## src/rtl/contrast_frame_ctrl_pkg.sv

```systemverilog
// contrast_frame_ctrl_pkg: pixel/contrast types and frame sequencer state encoding
package contrast_frame_ctrl_pkg;

   typedef logic [7:0] color_t;
   typedef logic [7:0] contrast_fp_t;

   typedef enum logic [2:0] {IDLE, LOAD, CHECK, STREAM, DRAIN, DONE} ctrl_state_t;

endpackage

```

## src/rtl/contrast_frame_ctrl_pix_skid_fifo.sv

```systemverilog
// pix_skid_fifo: small output FIFO absorbing pixels leaving the non-stallable datapath
module pix_skid_fifo
   import contrast_frame_ctrl_pkg::*;
#(
   parameter int DEPTH = 4
) (
   input  logic                         clk,
   input  logic                         resetN,
   input  logic                         push,
   input  color_t                       din,
   input  logic                         pop,
   output color_t                       dout,
   output logic [$clog2(DEPTH+1)-1:0]   count,
   output logic                         empty,
   output logic                         full
);

   localparam int AW = DEPTH > 1 ? $clog2(DEPTH) : 1;
   localparam int CW = $clog2(DEPTH + 1);

   color_t mem [DEPTH];
   logic [AW-1:0] wr_ptr, rd_ptr;
   logic do_pop;

   assign empty  = count == '0;
   assign full   = count == CW'(DEPTH);
   assign do_pop = pop && !empty;
   assign dout   = empty ? '0 : mem[rd_ptr];

   always_ff @(posedge clk)
      if (push) mem[wr_ptr] <= din;

   always_ff @(posedge clk) begin
      if (!resetN) begin
         wr_ptr <= '0;
         rd_ptr <= '0;
         count  <= '0;
      end else begin
         if (push) wr_ptr <= wr_ptr == AW'(DEPTH-1) ? '0 : wr_ptr + 1'b1;
         if (do_pop) rd_ptr <= rd_ptr == AW'(DEPTH-1) ? '0 : rd_ptr + 1'b1;
         count <= count + CW'(push) - CW'(do_pop);
      end
   end

   // the upstream credit scheme must make a push into a full FIFO impossible
   a_no_overflow: assert property (@(posedge clk) disable iff (!resetN) !(push && full && !pop));

endmodule

```

## src/rtl/contrast_frame_ctrl.sv

```systemverilog
// contrast_frame_ctrl: applies shadowed contrast config at frame start, then streams
// height*width pixels through the contrast datapath into an output skid FIFO.
module contrast_frame_ctrl
   import contrast_frame_ctrl_pkg::*;
#(
   parameter int DP_LAT     = 1,
   parameter int LUT_SETTLE = 4,
   parameter int FIFO_DEPTH = 4,
   parameter int DIM_W      = 12
) (
   input  logic               clk,
   input  logic               resetN,
   input  logic               cfg_wr,
   input  logic               cfg_en_cp,
   input  contrast_fp_t       cfg_contrast_fp,
   input  logic [DIM_W-1:0]   img_height,
   input  logic [DIM_W-1:0]   img_width,
   input  logic               sof,
   input  color_t             pix_in,
   input  logic               pix_in_valid,
   output logic               pix_in_ready,
   output logic               lut_en_cp,
   output contrast_fp_t       lut_contrast_fp,
   input  logic               lut_invalid,
   output color_t             dp_color_in,
   input  color_t             dp_color_out,
   output color_t             pix_out,
   output logic               pix_out_valid,
   input  logic               pix_out_ready,
   output logic               busy,
   output logic               frame_done,
   output logic               sof_drop,
   output logic               cfg_err
);

   localparam int CW = $clog2(FIFO_DEPTH + 1);
   localparam int SW = LUT_SETTLE > 1 ? $clog2(LUT_SETTLE) : 1;

   ctrl_state_t state;
   logic sh_en;
   contrast_fp_t sh_fp;
   logic [2*DIM_W-1:0] size, remaining;
   logic [SW-1:0] settle;
   // bit 0 tracks the pixel sitting in dp_color_in, bit DP_LAT the one now valid on dp_color_out
   logic [DP_LAT:0] sr;
   logic [CW-1:0] fifo_count;
   logic fifo_empty, fifo_full, xfer, push, pop;
   int inflight;

   assign inflight      = $countones(sr);
   assign pix_in_ready  = state == STREAM && remaining != '0 && !fifo_full &&
                          int'(fifo_count) + inflight < FIFO_DEPTH;
   assign xfer          = pix_in_valid && pix_in_ready;
   assign push          = sr[DP_LAT];
   assign pix_out_valid = !fifo_empty;
   assign pop           = pix_out_valid && pix_out_ready;
   assign busy          = state != IDLE;

   always_ff @(posedge clk) begin
      if (!resetN) begin
         state           <= IDLE;
         sh_en           <= 1'b0;
         sh_fp           <= '0;
         size            <= '0;
         remaining       <= '0;
         settle          <= '0;
         sr              <= '0;
         lut_en_cp       <= 1'b0;
         lut_contrast_fp <= '0;
         dp_color_in     <= '0;
         frame_done      <= 1'b0;
         sof_drop        <= 1'b0;
         cfg_err         <= 1'b0;
      end else begin
         if (cfg_wr) begin
            sh_en <= cfg_en_cp;
            sh_fp <= cfg_contrast_fp;
         end
         sr         <= {sr[DP_LAT-1:0], xfer};
         sof_drop   <= sof && state != IDLE;
         frame_done <= 1'b0;
         cfg_err    <= cfg_wr ? 1'b0 : cfg_err;
         if (xfer) dp_color_in <= pix_in;
         case (state)
            IDLE: if (sof) begin
               size            <= {{DIM_W{1'b0}}, img_height} * {{DIM_W{1'b0}}, img_width};
               lut_en_cp       <= sh_en;
               lut_contrast_fp <= sh_fp;
               settle          <= '0;
               state           <= LOAD;
            end
            LOAD: begin
               settle <= settle + 1'b1;
               if (settle == SW'(LUT_SETTLE - 1)) state <= CHECK;
            end
            CHECK: begin
               if (lut_invalid) begin
                  cfg_err   <= 1'b1;
                  lut_en_cp <= 1'b0;
               end
               remaining  <= size;
               state      <= size == '0 ? DONE : STREAM;
               frame_done <= size == '0;
            end
            STREAM: begin
               if (xfer) remaining <= remaining - 1'b1;
               if (remaining == '0) state <= DRAIN;
            end
            DRAIN: if (sr == '0 && fifo_empty) begin
               state      <= DONE;
               frame_done <= 1'b1;
            end
            DONE: state <= IDLE;
            default: state <= IDLE;
         endcase
      end
   end

   pix_skid_fifo #(.DEPTH(FIFO_DEPTH)) u_fifo (
      .clk    (clk),
      .resetN (resetN),
      .push   (push),
      .din    (dp_color_out),
      .pop    (pop),
      .dout   (pix_out),
      .count  (fifo_count),
      .empty  (fifo_empty),
      .full   (fifo_full)
   );

endmodule

```

## config.mk

```make
export PLATFORM = sky130hd
export DESIGN_NAME = contrast_frame_ctrl
export DESIGN_NICKNAME = d
export VERILOG_FILES = /design/src/rtl/contrast_frame_ctrl_pkg.sv /design/src/rtl/contrast_frame_ctrl_pix_skid_fifo.sv /design/src/rtl/contrast_frame_ctrl.sv
export SDC_FILE = /design/constraint.sdc
export NUM_CORES = 1
export LEC_CHECK = 0
export ABC_AREA = 1
export CORE_MARGIN = 1
export CORE_UTILIZATION = 35
export CTS_CLUSTER_DIAMETER = 80
export DETAILED_ROUTE_END_ITERATION = 8
export MAX_ROUTING_LAYER = met4
export REMOVE_ABC_BUFFERS = 1
export SYNTH_ARGS = -nofsm -noshare
export SYNTH_HDL_FRONTEND = slang
export SYNTH_SLANG_ARGS = --single-unit
export TNS_END_PERCENT = 5
```

## constraint.sdc

```tcl
create_clock -name clk -period 8.15 [get_ports clk]
set_input_delay 2.445 -clock clk [delete_from_list [all_inputs] [get_ports clk]]
set_output_delay 2.445 -clock clk [all_outputs]
set_load 0.02 [all_outputs]
```

==> metrics.txt <==
status finished, violations left; failing checks design-rule violations; vias post-DR 9,394; unrepaired setup endpoints after global routing no; HP Class flop to flop; die footprint 32,100 um^2; Final Power 4.53 mW; sequential element share of the synthesized area 25.7%; Clock Latency Late Sink 0.42 ns; Routed Wire Length 25.5 mm; postcts setup bufs 0; Worst EP required 8.46 ns; IO Port Bufs 86; max-slew violations 0; row cnt 64; Layout fillers 3,223; Sink Count 125; Slew @ Worst Pin 1.17 ns; Slew HR 22.2%; synthesis-to-finish area growth 15.4%; Netlist cell types 37; Starting DRT DRC Count 472; CORE AREA 30,700 um^2; largest net degree at the start of global routing 69; placed cells 1,977; achievable frequency 139 MHz; final non-filler cell total 2,009; P per Cell Area 357 nW/um^2; Longest Clk Path Bufs 2; final setup fails 0; GP Congestion 0.891; Slowest-stage cell, CP clkdlybuf4s50_1; Syn. warnings 0; share of cells above drive strength 1 3.22%; minimum clock period after layout 7.19 ns; DRC 14; I/O Pins 87; crit path max fanout 12; delay of the slowest critical-path stage 0.74 ns; Via density 4.68; Starting Density 35.8%; maxcap violations 0; Final nets 1,830; Leakage 6.71 nW; worst-path cell chain clkdlybuf4s50_1 > nand2_1 > inv_1 > fa_1 > inv_1 > fa_1 > inv_1 > fa_1 > fa_1 > inv_1 > fa_1 > inv_1 > ha_1 > nand2_1 > inv_1 > a21oi_1 > inv_1 > a21oi_1 > a21oi_1 > nor2_1 > nor2_1; most frequent cells in the layout nand2_1, inv_1, nor2_1, fa_1, dfxtp_1; first-pass GRT wire length 43.2 mm; Setup Total Neg Slack 0 ns; gr usage total 17.2%; most frequent CP cell inv_1; CTS tree done; syn avg cell area 7.10 um^2; number of global-route vias before repair 9,294; Post-Syn Area 11,000 um^2; Hold Buf Count CTS 0; WL per Instance 12.7 um; n_diodes 0; crit start category input pin; Fin. Hold Viols 0; #FFs+latches synth 125; Finished Core Util 41.3%; Post-Synthesis Cells 1,548; post-place instance area 12,100 um^2; Crit Path Category input pin to flop; Layout Skew 0.00772 ns; CP Capture Type flop; die width 179 um; VDD IR-drop max 0.182 mV; Die Y 179 um; initial antenna violation count 0; commonest non-fill, non-tap cell in the layout nand2_1; htree depth 4; DP Wirelength 19.5 mm; Worst EP arrival 7.50 ns; Post-DRT Antenna Nets 0; Post-CTS Resized 0; cts bufs inserted 17; clock root cell clkbuf_16; grt ovf 0; DRT Pass-1 Iters 6; post-route cell area 12,700 um^2; post-route clock period utilization 88.2%; Clock transition at path regs 0.06 ns
==> stage by stage <==
step	hold slack (ns)	setup WS, ns
floorplan	0.424	1.79
global placement	0.443	0.612
detailed placement	0.445	0.534
CTS	0.453	0.975
global route	0.470	0.658
finish	0.449	0.959
==> cells by family after synthesis <==
kind of cell / synth area share, %
and+or+nand+nor: 25.3
buffers and inverters: 13.8
adders and majority gates: 26.7
AOI/OAI and AO/OA: 7.77
DFF: 25.7
xor gates and xnor gates: 0.797
==> flip-flops by register name (all words and copies together), names as in the netlist, named ones only <==
register / cells
cfg_err: 1
dp_color_in: 8
frame_done: 1
lut_contrast_fp: 8
lut_en_cp: 1
remaining: 24
settle: 2
sh_en: 1
sh_fp: 8
size: 24
sof_drop: 1
sr: 2
state: 3
u_fifo.count: 3
u_fifo.mem: 32
u_fifo.rd_ptr: 2
u_fifo.wr_ptr: 2
==> metal layers <==
metal | GRT usage (%) | vias to the layer above | wire (um)
met5 | - | - | 0
met4 | 4.48 | 0 | 338
met3 | 1.78 | 25 | 912
met2 | 29.3 | 187 | 12200
met1 | 21.6 | 4369 | 12000
li1 | - | 4813 | -
==> worst max-delay path: cells and delay by family <==
kind	cells	cell delay (ns)
adders and majority gates	6	2.83
and+or+nand+nor	4	0.50
buffers and inverters	8	1.14
AOI/OAI and AO/OA	3	0.58
==> power breakdown <==
part	switching, mW	internal, mW
clock network	0.289	0.422
registers	0.104	0.766
logic	1.87	1.08
==> layout make-up <==
| type | instances | area (um^2) | area share (%) |
|---|---|---|---|
| Sequential cell | 125 | 2820 | 22.2 |
| Clock inverter | 15 | 135 | 1.06 |
| Multi-Input combinational cell | 1031 | 6660 | 52.5 |
| Clock buffer | 17 | 425 | 3.35 |
| Inverter | 333 | 1250 | 9.85 |
| Timing Repair Buffer | 92 | 901 | 7.10 |
| Tap cell | 396 | 495 | 3.90 |
==> synthesized netlist by cell type <==
| cell | number | area (um^2) |
|---|---|---|
| o21ai_0 | 78 | 390 |
| nor2_2 | 4 | 25.0 |
| inv_1 | 329 | 1230 |
| fa_1 | 101 | 2020 |
| buf_4 | 7 | 52.6 |
| dfxtp_1 | 93 | 1860 |
| xor2_1 | 6 | 52.6 |
| xnor2_1 | 4 | 35.0 |
| o211ai_1 | 1 | 7.51 |
| nand3b_1 | 1 | 7.51 |
| or2_2 | 2 | 12.5 |
| nand4_1 | 13 | 81.3 |
| a21oi_1 | 77 | 385 |
| edfxtp_1 | 32 | 961 |
| buf_1 | 1 | 3.75 |
| nor2_4 | 2 | 22.5 |
| clkbuf_1 | 44 | 165 |
| buf_6 | 1 | 11.3 |
| nand3_1 | 92 | 460 |
| buf_2 | 6 | 30.0 |
| inv_2 | 3 | 11.3 |
| and2_1 | 1 | 6.26 |
| nand2_1 | 370 | 1390 |
| nand3_2 | 1 | 10.0 |
| o211a_1 | 1 | 10.0 |
| o21a_1 | 2 | 15.0 |
| nand4_4 | 1 | 21.3 |
| clkinv_1 | 1 | 3.75 |
| nor3_1 | 5 | 25.0 |
| ha_1 | 73 | 913 |
| a211oi_1 | 1 | 7.51 |
| a31oi_1 | 1 | 6.26 |
| a22oi_1 | 1 | 7.51 |
| nor2_1 | 188 | 706 |
| a21o_1 | 2 | 15.0 |
| nor3_4 | 1 | 16.3 |
| o21ai_1 | 2 | 10.0 |
==> path summary, 6_finish.rpt <==
check / startpoint / end / slack [ns] / cells past startpoint
setup / recovery: img_height[5] / size[17]$_SDFFE_PN0P_ / 0.96 / 21
hold reg to reg: sr[0]$_SDFF_PN0_ / sr[1]$_SDFF_PN0_ / 0.45 / 2
hold / removal: sr[0]$_SDFF_PN0_ / sr[1]$_SDFF_PN0_ / 0.45 / 2
setup reg to reg: state[0]$_SDFFE_PN0P_ / size[2]$_SDFFE_PN0P_ / 5.71 / 9
Power figures use the tool's default switching activity.
